`src/rtl/serial_adder_ctrl.sv`:
```
// Bit-serial N-bit adder controller: streams operands LSB-first through an external
// 1-bit full adder and reassembles the sum, feeding the adder's carry-out back as carry-in.
module serial_adder_ctrl #(
  parameter int unsigned N = 8
) (
  input  logic         CLK,
  input  logic         RST_N,
  input  logic         START,
  input  logic [N-1:0] OPA,
  input  logic [N-1:0] OPB,
  input  logic         CIN,
  output logic         FA_A,
  output logic         FA_B,
  output logic         FA_CI,
  input  logic         FA_S,
  input  logic         FA_CO,
  output logic [N-1:0] SUM,
  output logic         COUT,
  output logic         BUSY,
  output logic         DONE
);

  localparam int unsigned CW = (N > 2) ? $clog2(N) : 1;
  localparam logic [CW-1:0] LAST = CW'(N - 1);

  typedef enum logic [1:0] {
    S_IDLE = 2'd0,
    S_RUN  = 2'd1,
    S_DONE = 2'd2
  } state_t;

  state_t        state;
  logic [N-1:0]  sh_a;
  logic [N-1:0]  sh_b;
  logic [N-1:0]  res;
  logic          carry;
  logic [CW-1:0] cnt;

  // Full-adder operands are only presented while a bit slice is being processed.
  assign FA_A  = (state == S_RUN) & sh_a[0];
  assign FA_B  = (state == S_RUN) & sh_b[0];
  assign FA_CI = (state == S_RUN) & carry;

  always_ff @(posedge CLK) begin
    if (!RST_N) begin
      state <= S_IDLE;
      sh_a  <= '0;
      sh_b  <= '0;
      res   <= '0;
      carry <= 1'b0;
      cnt   <= '0;
      SUM   <= '0;
      COUT  <= 1'b0;
      BUSY  <= 1'b0;
      DONE  <= 1'b0;
    end else begin
      case (state)
        S_IDLE: begin
          if (START) begin
            sh_a  <= OPA;
            sh_b  <= OPB;
            carry <= CIN;
            cnt   <= '0;
            BUSY  <= 1'b1;
            state <= S_RUN;
          end
        end
        S_RUN: begin
          sh_a  <= sh_a >> 1;
          sh_b  <= sh_b >> 1;
          res   <= {FA_S, res[N-1:1]};
          carry <= FA_CO;
          cnt   <= cnt + CW'(1);
          // Last bit: publish the result including the bit produced on this edge.
          if (cnt == LAST) begin
            SUM   <= {FA_S, res[N-1:1]};
            COUT  <= FA_CO;
            BUSY  <= 1'b0;
            DONE  <= 1'b1;
            state <= S_DONE;
          end
        end
        S_DONE: begin
          DONE  <= 1'b0;
          state <= S_IDLE;
        end
        default: begin
          BUSY  <= 1'b0;
          DONE  <= 1'b0;
          state <= S_IDLE;
        end
      endcase
    end
  end

endmodule

```
`config.mk`:
```
export PLATFORM = sky130hd
export DESIGN_NAME = serial_adder_ctrl
export DESIGN_NICKNAME = d
export VERILOG_FILES = /design/src/rtl/serial_adder_ctrl.sv
export SDC_FILE = /design/constraint.sdc
export NUM_CORES = 1
export LEC_CHECK = 0
export ABC_AREA = 1
export BUFFER_PORTS_ARGS = -buffer_cell sky130_fd_sc_hd__buf_2
export CORE_MARGIN = 1.5
export CORE_UTILIZATION = 39
export DETAILED_ROUTE_END_ITERATION = 10
export GPL_ROUTABILITY_DRIVEN = 0
export HOLD_SLACK_MARGIN = 0.06
export SYNTH_ARGS = -nofsm -noshare
export SYNTH_HDL_FRONTEND = slang
export SYNTH_SLANG_ARGS = --single-unit
export TNS_END_PERCENT = 50
```
`constraint.sdc`:
```
create_clock -name CLK -period 2.2 [get_ports CLK]
set_clock_uncertainty 0.2 [all_clocks]
set_input_delay 0.44 -clock CLK [delete_from_list [all_inputs] [get_ports CLK]]
set_output_delay 0.44 -clock CLK [all_outputs]
set_load 0.01 [all_outputs]
```
==> impl_metrics.json <==
{
  "outcome": "completed",
  "hold_end": "SUM[7]$_SDFFE_PN0P_",
  "worst_pin_slew_ns": 0.412,
  "cp.required_ns": 1.56,
  "seq_area_frac_synth_pct": 45.2,
  "p_per_area_mw_per_mm2": 864,
  "final_common_cell": "nand2_1",
  "r2r_end": "sh_b[3]$_SDFFE_PN0P_",
  "grt_overflow_total": 0,
  "layout-drive-gt1-share_pct": 17.8,
  "crit_path_top_delay_cell": "dfxtp_1",
  "clk_latency_ns": 0.29,
  "tns_ns": 0,
  "hold_class": "in -> reg",
  "r2r_start": "state[1]$_SDFFE_PN0P_",
  "drtPass1Iterations": 4,
  "fmax_mhz": 515,
  "final_cell_mix": "86 x nand2_1, 71 x nor2_1, 40 x dfxtp_1, 35 x buf_2, 23 x inv_1",
  "syn_area_per_cell_um2": 6.57,
  "rows": 24,
  "synthMuxAreaShare_pct": 0,
  "cts_tree": "yes",
  "drv_slew": 0,
  "detail-route-antenna-nets": 0,
  "drc_errors": 0,
  "ys_warn_count": 0,
  "syn_inst": 270,
  "avgRoutedWirePerCell_um": 10.3,
  "synth-simple-area-share_pct": 38.4,
  "r2r_setup_slack_ns": 0.63,
  "yosysTopAreaCell": "dfxtp_1",
  "core_area_mm2": 0.00435,
  "fin_nets": 326,
  "critPathLaunchType": "flip-flop",
  "antenna_found_initial": 0,
  "synth_top_family_by_area": "simple AND/OR/NAND/NOR gates",
  "fin_util_pct": 48.5,
  "numCtsBuffers": 5,
  "synth_nets": 294,
  "setup_viol": 0,
  "grt_max_degree": 29,
  "fin_crit_ns": 1.94,
  "fp.dieW_um": 70.4,
  "synth_area_leaders": "dfxtp_1 45%, nand2_1 18%, nor2_1 15%",
  "postCtsSetupRepairBufs": 0,
  "hold_buffers": 0,
  "diodes": 0,
  "grt_pass1_vias": 1400,
  "dieArea_mm2": 0.00496,
  "io_pins": 36,
  "max_cap_viol_count": 0,
  "grt_pass1_wl_mm": 6.25,
  "grt_util_all_layers_pct": 16.1,
  "dr_total_vias": 1576,
  "synth_compound_area_share_pct": 4.80,
  "fp.dieH_um": 70.4,
  "worstSetupEndpointType": "output port",
  "grt_setup_unrepaired": "false",
  "setup_slack_ns": 0.257,
  "drt_iter0_drc": 100,
  "p_leak_uw": 0.00111,
  "io_buffer_count": 35,
  "cts_num_sinks": 40,
  "slew_headroom_pct": 72.5,
  "worst_hold_path.num_cells": 3,
  "placed_cells": 347,
  "synth_xor_area_share_pct": 0,
  "post-route-period-util_pct": 88.3,
  "max_stage_delay_ns": 0.44,
  "clk_pin_slew_ns": 0.08,
  "cts_max_level": 2,
  "fillers": 453,
  "synthesis.area_mm2": 0.00177,
  "cts.repair.resized": 0,
  "clk_path_buf_depth": 2,
  "cts_root_buf": "clkbuf_8",
  "via_per_inst": 4.44,
  "critPathKind": "reg -> out",
  "hp-start": "FA_S",
  "dpl_worst_slack_ns": 0.570,
  "totalWireLength_mm": 3.65,
  "syn_to_final_growth_pct": 19.1,
  "ys_types": 19,
  "final_cells": 355,
  "ff2ff_path_depth": 7,
  "hpwlAfterDp_mm": 2.37,
  "path_max_fanout": 28,
  "hold_violations": 0,
  "critical_path_arrival_ns": 1.30,
  "ys_seq_elements": 40,
  "yosys.area.top_type_share_pct": 45.2,
  "initial_core_util_pct": 40.7,
  "crit_chain": "inv_2 -> nand2_4 -> nor2_1 -> buf_2",
  "synthAdderAreaFrac_pct": 1.41,
  "ir_worst_vdd_mv": 0.362
}
## cell families (layout without fill, tap and decap cells)
family	after synthesis	count (layout)
AND/OR/NAND/NOR	172	172
adder cells (fa/ha/maj)	2	2
flip-flops	40	40
buffers and inverters	39	72
AO/OA/AOI/OAI	17	17
## worst max-delay path: cells and delay by family (launching register included)
kind          cells  cell delay [ns]
buf+inv           2             0.24
simple gates      2             0.32
flops             1             0.44
## flip-flops by register name, summed over array words and instances, names as in the netlist
name	cells
sh_a	8
BUSY	1
res	7
SUM	8
carry	1
DONE	1
cnt	3
sh_b	8
COUT	1
state	2
## metrics by stage
| step | hold slack, ns | instance area [um^2] | total power, uW |
|---|---|---|---|
| global placement | 0.247 | 1950 | 1000 |
| finish | 0.188 | 2110 | 1820 |
| global route | 0.210 | 2110 | 1910 |
| CTS | 0.176 | 2110 | 1840 |
| detailed placement | 0.256 | 1950 | 1010 |
| floorplan | 0.236 | 1770 | 960 |
## per-layer routing
metal,vias to the layer above,GRT usage (%),wire length [um]
met2,25,22.6,1540
li1,868,-,-
met1,679,22.1,1900
met4,0,7.69,61
met3,4,5.05,150
met5,-,0,0
## cell usage after synthesis, drive strengths merged
master,n
clkbuf,2
nand2,89
nor2,72
inv,26
o21ai,11
ha,2
a21oi,6
buf,11
or2,1
dfxtp,40
nand3,10
## cell type report
class	instances	area [um^2]	area share, %
sequential	40	801	37.9
multi-input combinational	191	791	37.5
timing repair buffer	38	198	9.37
inverter	26	97.6	4.62
clock inverter	3	90.1	4.27
clock buffer	5	68.8	3.26
tap	52	65.1	3.08
## worst max path at each step
stage,cells past startpoint,endpoint,startpoint,slack [ns]
after floorplan,4,FA_A,state[1]$_SDFFE_PN0P_,0.74
after global placement,4,FA_A,state[1]$_SDFFE_PN0P_,0.56
after detailed placement,4,FA_A,state[1]$_SDFFE_PN0P_,0.57
after CTS,4,FA_A,state[1]$_SDFFE_PN0P_,0.23
after global routing,4,FA_A,state[1]$_SDFFE_PN0P_,0.16
final,4,FA_A,state[1]$_SDFFE_PN0P_,0.26
## where the power goes
part	internal, uW	total (uW)	switching [uW]
combinational	75.1	202	127
clock	567	835	267
sequential	768	787	18.9
total	1410	1820	413
No activity file was read; power rests on OpenSTA's default activity.
